File: src/rtl/mult_div_unit.sv
// Multicycle MIPS multiply/divide unit that owns HI/LO: shift-add multiply,
// restoring divide, one bit per cycle, plus direct mthi/mtlo writes.
module mult_div_unit #(
    parameter int WIDTH = 32
) (
    input  logic             clock,
    input  logic             reset,
    input  logic             start,
    input  logic [1:0]       op,
    input  logic [WIDTH-1:0] a,
    input  logic [WIDTH-1:0] b,
    input  logic             hi_we,
    input  logic             lo_we,
    input  logic [WIDTH-1:0] wdata,
    output logic             busy,
    output logic             done,
    output logic             div_zero,
    output logic [WIDTH-1:0] hi,
    output logic [WIDTH-1:0] lo
);

    localparam int CW = $clog2(WIDTH);

    typedef enum logic [1:0] {IDLE, RUN, FIX, DONE} state_t;

    state_t             state;
    state_t             next_state;

    logic               is_div;
    logic               neg_q;
    logic               neg_r;
    logic               dz_q;
    logic [CW-1:0]      cnt;
    logic [WIDTH-1:0]   opa;
    logic [WIDTH-1:0]   opb;
    logic [2*WIDTH-1:0] acc;
    logic [WIDTH-1:0]   rem;
    logic [WIDTH-1:0]   quot;
    logic [WIDTH-1:0]   hi_q;
    logic [WIDTH-1:0]   lo_q;

    logic               is_signed;
    logic [WIDTH-1:0]   a_mag;
    logic [WIDTH-1:0]   b_mag;
    logic               zero_div;
    logic               last;
    logic [WIDTH:0]     mul_sum;
    logic [WIDTH:0]     shifted;
    logic               ge;
    logic [WIDTH-1:0]   rem_next;

    assign is_signed = ~op[0];
    assign a_mag     = (is_signed && a[WIDTH-1]) ? -a : a;
    assign b_mag     = (is_signed && b[WIDTH-1]) ? -b : b;
    assign zero_div  = op[1] && (b == '0);
    assign last      = (cnt == CW'(WIDTH - 1));

    // Multiply: add the multiplicand into the upper half when the current
    // multiplier bit (acc LSB) is set, then shift the whole accumulator right.
    assign mul_sum = {1'b0, acc[2*WIDTH-1:WIDTH]} + {1'b0, (acc[0] ? opa : '0)};

    // Divide: the remainder stays below the divisor, so the shifted partial
    // remainder fits in WIDTH+1 bits and the restored value fits in WIDTH.
    assign shifted  = {rem, quot[WIDTH-1]};
    assign ge       = (shifted >= {1'b0, opb});
    assign rem_next = ge ? WIDTH'(shifted - {1'b0, opb}) : shifted[WIDTH-1:0];

    always_ff @(posedge clock or negedge reset) begin
        if (!reset) state <= IDLE;
        else        state <= next_state;
    end

    always_comb begin
        next_state = state;
        case (state)
            IDLE:    if (start) next_state = zero_div ? DONE : RUN;
            RUN:     if (last)  next_state = FIX;
            FIX:     next_state = DONE;
            DONE:    next_state = IDLE;
            default: next_state = IDLE;
        endcase
    end

    always_ff @(posedge clock or negedge reset) begin
        if (!reset) begin
            is_div <= 1'b0;
            neg_q  <= 1'b0;
            neg_r  <= 1'b0;
            dz_q   <= 1'b0;
            cnt    <= '0;
            opa    <= '0;
            opb    <= '0;
            acc    <= '0;
            rem    <= '0;
            quot   <= '0;
            hi_q   <= '0;
            lo_q   <= '0;
        end else begin
            case (state)
                IDLE: begin
                    if (hi_we) hi_q <= wdata;
                    if (lo_we) lo_q <= wdata;
                    if (start) begin
                        is_div <= op[1];
                        neg_q  <= is_signed & (a[WIDTH-1] ^ b[WIDTH-1]);
                        neg_r  <= is_signed & a[WIDTH-1];
                        dz_q   <= zero_div;
                        cnt    <= '0;
                        opa    <= a_mag;
                        opb    <= b_mag;
                        acc    <= {{WIDTH{1'b0}}, b_mag};
                        rem    <= '0;
                        quot   <= a_mag;
                    end
                end
                RUN: begin
                    cnt <= cnt + 1'b1;
                    if (is_div) begin
                        rem  <= rem_next;
                        quot <= {quot[WIDTH-2:0], ge};
                    end else begin
                        acc  <= {mul_sum, acc[WIDTH-1:1]};
                    end
                end
                FIX: begin
                    if (is_div) begin
                        lo_q <= neg_q ? -quot : quot;
                        hi_q <= neg_r ? -rem : rem;
                    end else begin
                        {hi_q, lo_q} <= neg_q ? -acc : acc;
                    end
                end
                DONE: dz_q <= 1'b0;
                default: ;
            endcase
        end
    end

    assign busy     = (state != IDLE);
    assign done     = (state == DONE);
    assign div_zero = dz_q;
    assign hi       = hi_q;
    assign lo       = lo_q;

endmodule

File: config.mk
export PLATFORM = sky130hd
export DESIGN_NAME = mult_div_unit
export DESIGN_NICKNAME = d
export VERILOG_FILES = /design/src/rtl/mult_div_unit.sv
export SDC_FILE = /design/constraint.sdc
export NUM_CORES = 1
export LEC_CHECK = 0
export BUFFER_PORTS_ARGS = -buffer_cell sky130_fd_sc_hd__buf_2
export CAP_MARGIN = 20
export CORE_UTILIZATION = 30
export DETAILED_ROUTE_END_ITERATION = 10
export PLACE_DENSITY = 0.5
export SLEW_MARGIN = 20
export SYNTH_ARGS = -nofsm -noshare
export SYNTH_HDL_FRONTEND = slang
export SYNTH_SLANG_ARGS = --single-unit
File: constraint.sdc
create_clock -name clock -period 3.7 [get_ports clock]
set_clock_uncertainty 0.05 [all_clocks]
set_input_delay 0.37 -clock clock [delete_from_list [all_inputs] [get_ports clock]]
set_output_delay 0.37 -clock clock [all_outputs]
set_load 0.05 [all_outputs]
==> parameters.txt <==
Parameter                              Value

Timing
  Final min period ... 3.53 ns
  Number of hold violations in the final report ... 0
  Setup Total Neg Slack ... 0 ns
  Count of pins over their slew limit ... 0
  Slew at the pin with the worst max-slew slack ... 1.07 ns
  Max frequency ... 284 MHz
  Setup repair after global routing missed its margin ... false
  Count of final setup violators ... 0
  Final critical-path share of the clock period ... 95.3%
  Slew HR ... 28.8%

Worst setup path
  Data required time at the worst endpoint ... 4.13 ns
  Maximum fanout along the worst path ... 4
  Arrival time reported for the critical path endpoint ... 3.95 ns
  Nature of the critical path startpoint ... flop
  Startpoint of the lowest-slack register-to-register path ... acc[0]
  RR Endpoint ... hi[24]
  Logic depth of the worst register-to-register path ... 11
  Count of buffering cells on the critical path with inverters included ... 1
  Critical Path Slowest Stage Cell ... or4_4
  Cell family with the largest share of critical-path delay ... simple AND/OR/NAND/NOR gates
  Path type of the worst setup path ... flop to flop
  Slack of the worst reg-to-reg path ... 0.17 ns
  Worst path max stage delay ... 0.54 ns
  Crit. End Element ... flop
  Crit path cell chain ... inv_1, ha_1, or4b_1, or4_1, or4_4, o41a_1, a21oi_2, nand2_1, xnor2_1, o21ai_1, o211a_1

Logic synthesis
  Post-synth cell types ... 81
  Share of flip-flops with an asynchronous set or reset ... 100%
  Number of flops mapped to enable cells by yosys ... 0
  Synthesized instance count ... 2395
  Warning count from the yosys run ... 0
  Synth Register Bits ... 267
  Nets in the synthesized netlist ... 2575
  Synth Area per Inst ... 8.09 um2
  Leading register cell type out of synthesis ... dfrtp_1
  Post-synthesis cell area ... 19400 um2
  Part of the Yosys area used for sequential elements ... 34.5%

CTS
  Clock buffer depth ... 3
  TritonCTS Sinks ... 267
  CTS tree ... yes
  Root Buffer ... clkbuf_16
  CTS H-Tree Depth ... 2
  TritonCTS Buffers ... 34
  Skew-Pair Late Insertion Delay ... 0.55 ns
  Buffers inserted during post-CTS setup optimization ... 0
  Clock slew at reported path FFs ... 0.07 ns

Min path
  Min-Delay Path Depth ... 3
  Min-delay src ... wdata[19]
  Endpoint of the worst hold path ... lo[19]
  Class of the tightest hold or removal check ... input pin to flop

Global routing
  Grt met1 use ... 30.7%
  GRT Total Usage ... 21.9%
  Wire length of the first global-routing pass ... 111000 um
  Number of antenna violations at the first check in global routing ... 3
  Largest net degree at the start of global routing ... 108
  GRT Max-Usage Layer ... met2
  Overall overflow remaining after global route ... 0
  Met3 Resource Use GR ... 3.61%
  Vias in the first global route ... 17500
  Met2 routing resource usage after global routing ... 34.9%

Final layout
  Fraction of final layout cells with drive strength greater than 1 ... 13.0%
  Multi-input gate area in the final layout ... 11900 um2
  Footprint of the flip-flops and latches ... 6690 um2
  Total Nets Final ... 2711
  Final cell count without fillers ... 3403
  Count of fill cells added during filler insertion ... 6612
  Most common library cell in the layout ignoring fill and taps ... nand2_1
  Most used cells in the layout excluding fill and tap cells ... 418 x nand2_1, 264 x dfrtp_1, 255 x o21ai_0
  Growth of design area from synthesis to finish ... 16.5%

Drt
  First-pass iteration count of the detailed router ... 5
  Via density ... 5.38
  Number of remaining DRC errors ... 0
  Total detailed-routing wirelength ... 73100 um
  Via count ... 18300
  Antenna Nets Post-Route ... 0
  Detailed-route wire length per cell ... 21.5 um
  Initial detailed-routing violation count ... 1437

Die
  Area of the core ... 63400 um2
  Die outline width ... 256 um
  Boundary pin count ... 170
  Initial cell density of the core ... 30.5%
  Die Footprint ... 65600 um2
  Number of cell rows ... 92
  Die height ... 256 um

Placement
  Number of placed cells counting well taps ... 3339
  Total half-perimeter wirelength after legalization and detailed placement ... 57500 um
  GPL Wtd Cong ... 0.938
  Number of port buffers ... 169

Outcome
  Result of the run ... finished clean

Power
  Largest voltage drop on the vdd net ... 0.349 mV
  Static Leak ... 10.1 nW
  Power per cell area ... 1000 nW/um2
  Overall power of the completed layout ... 0.0226 W

Flow run
  Reported max-cap violation count ... 0
## layer usage
metal | wire length [um] | up-vias
li1 | - | 8787
met1 | 33700 | 8835
met2 | 33400 | 600
met3 | 4390 | 83
met4 | 1610 | 2
met5 | 13 | -
## worst register-to-register path: cells and delay by family (launching register included)
family | cells | cell delay, ns
XOR/XNOR | 1 | 0.13
AO/OA/AOI/OAI | 4 | 0.96
AND/OR/NAND/NOR | 4 | 1.59
flip-flops | 1 | 0.46
adder cells (fa/ha/maj) | 1 | 0.18
buffers and inverters | 1 | 0.10
## power breakdown
group	switching, W	internal, W
registers	0.00167	0.00418
clock network	0.00139	0.00228
logic	0.00859	0.00449
total	0.0116	0.0109
## cell families after synthesis
group,after synthesis,synth area share (%)
buffers and inverters,203,4.17
flip-flops,267,34.5
AO/OA/AOI/OAI,707,22.8
adder cells (fa/ha/maj),77,5.05
XOR/XNOR,229,10.4
AND/OR/NAND/NOR,857,20.3
multiplexers,55,2.91
## what timing repair did
action | CTS | global route
resized for setup | 0 | 4
hold buffers | 2 | 0
endpoints found under the setup margin | 0 | 6
hold endpoints to repair | 93 | 0
## cell usage after synthesis (all sizes together), types with 30 or more instances
library cell,instances,share of area [%]
nand2,421,8.2
dfrtp,267,34
o21ai,258,6.7
nor2,169,3.3
a21oi,163,4.3
xor2,121,5.5
clkbuf,113,2.3
xnor2,108,4.9
ha,75,4.8
inv,70,1.4
mux2i,54,2.8
o31ai,48,2.0
nor3,38,1.0
and2,36,1.2
or3,33,1.1
a21o,32,1.2
o211ai,32,1.2
a31oi,30,0.97
## registers in the layout (all words and copies together) (netlist names)
name,flops
hi,32
neg_r,1
opb,32
div_zero,1
lo,32
quot,32
cnt,5
is_div,1
neg_q,1
state,2
acc,64
rem,32
opa,32
## metrics by stage
stage	area (um2)	utilization, %	worst slack (ns)	hold slack, ns
2_1_floorplan	19400	-	0.370	0.0244
3_3_place_gp	21300	33.6	0.176	0.402
3_5_place_dp	21300	33.6	0.160	0.407
4_1_cts	22500	35.5	0.139	0.0340
5_1_grt	22600	35.6	0.000759	0.0557
6_report	22600	35.6	0.175	0.0642
## area by class of cell
class                   instances  share of cell area (%)
multi-input cells            1925                    52.9
flip-flops and latches        267                    29.6
repair buffers                233                    6.22
well taps                     846                    4.69
clock buffers                  47                    4.35
inverters                      70                    1.16
clock inverters                13                    1.00
diodes                          2                  0.0222
## worst max path at each step
stage / cells past startpoint / start / to / slack (ns)
CTS: 13 / acc[0] / acc[59] / 0.14
global placement: 13 / acc[0] / acc[59] / 0.18
detailed placement: 13 / acc[0] / acc[59] / 0.16
global route: 11 / acc[0] / hi[24] / 0.0008
finish: 11 / acc[0] / hi[24] / 0.17
floorplan: 13 / acc[0] / hi[24] / 0.37
Power figures use the tool's default switching activity.
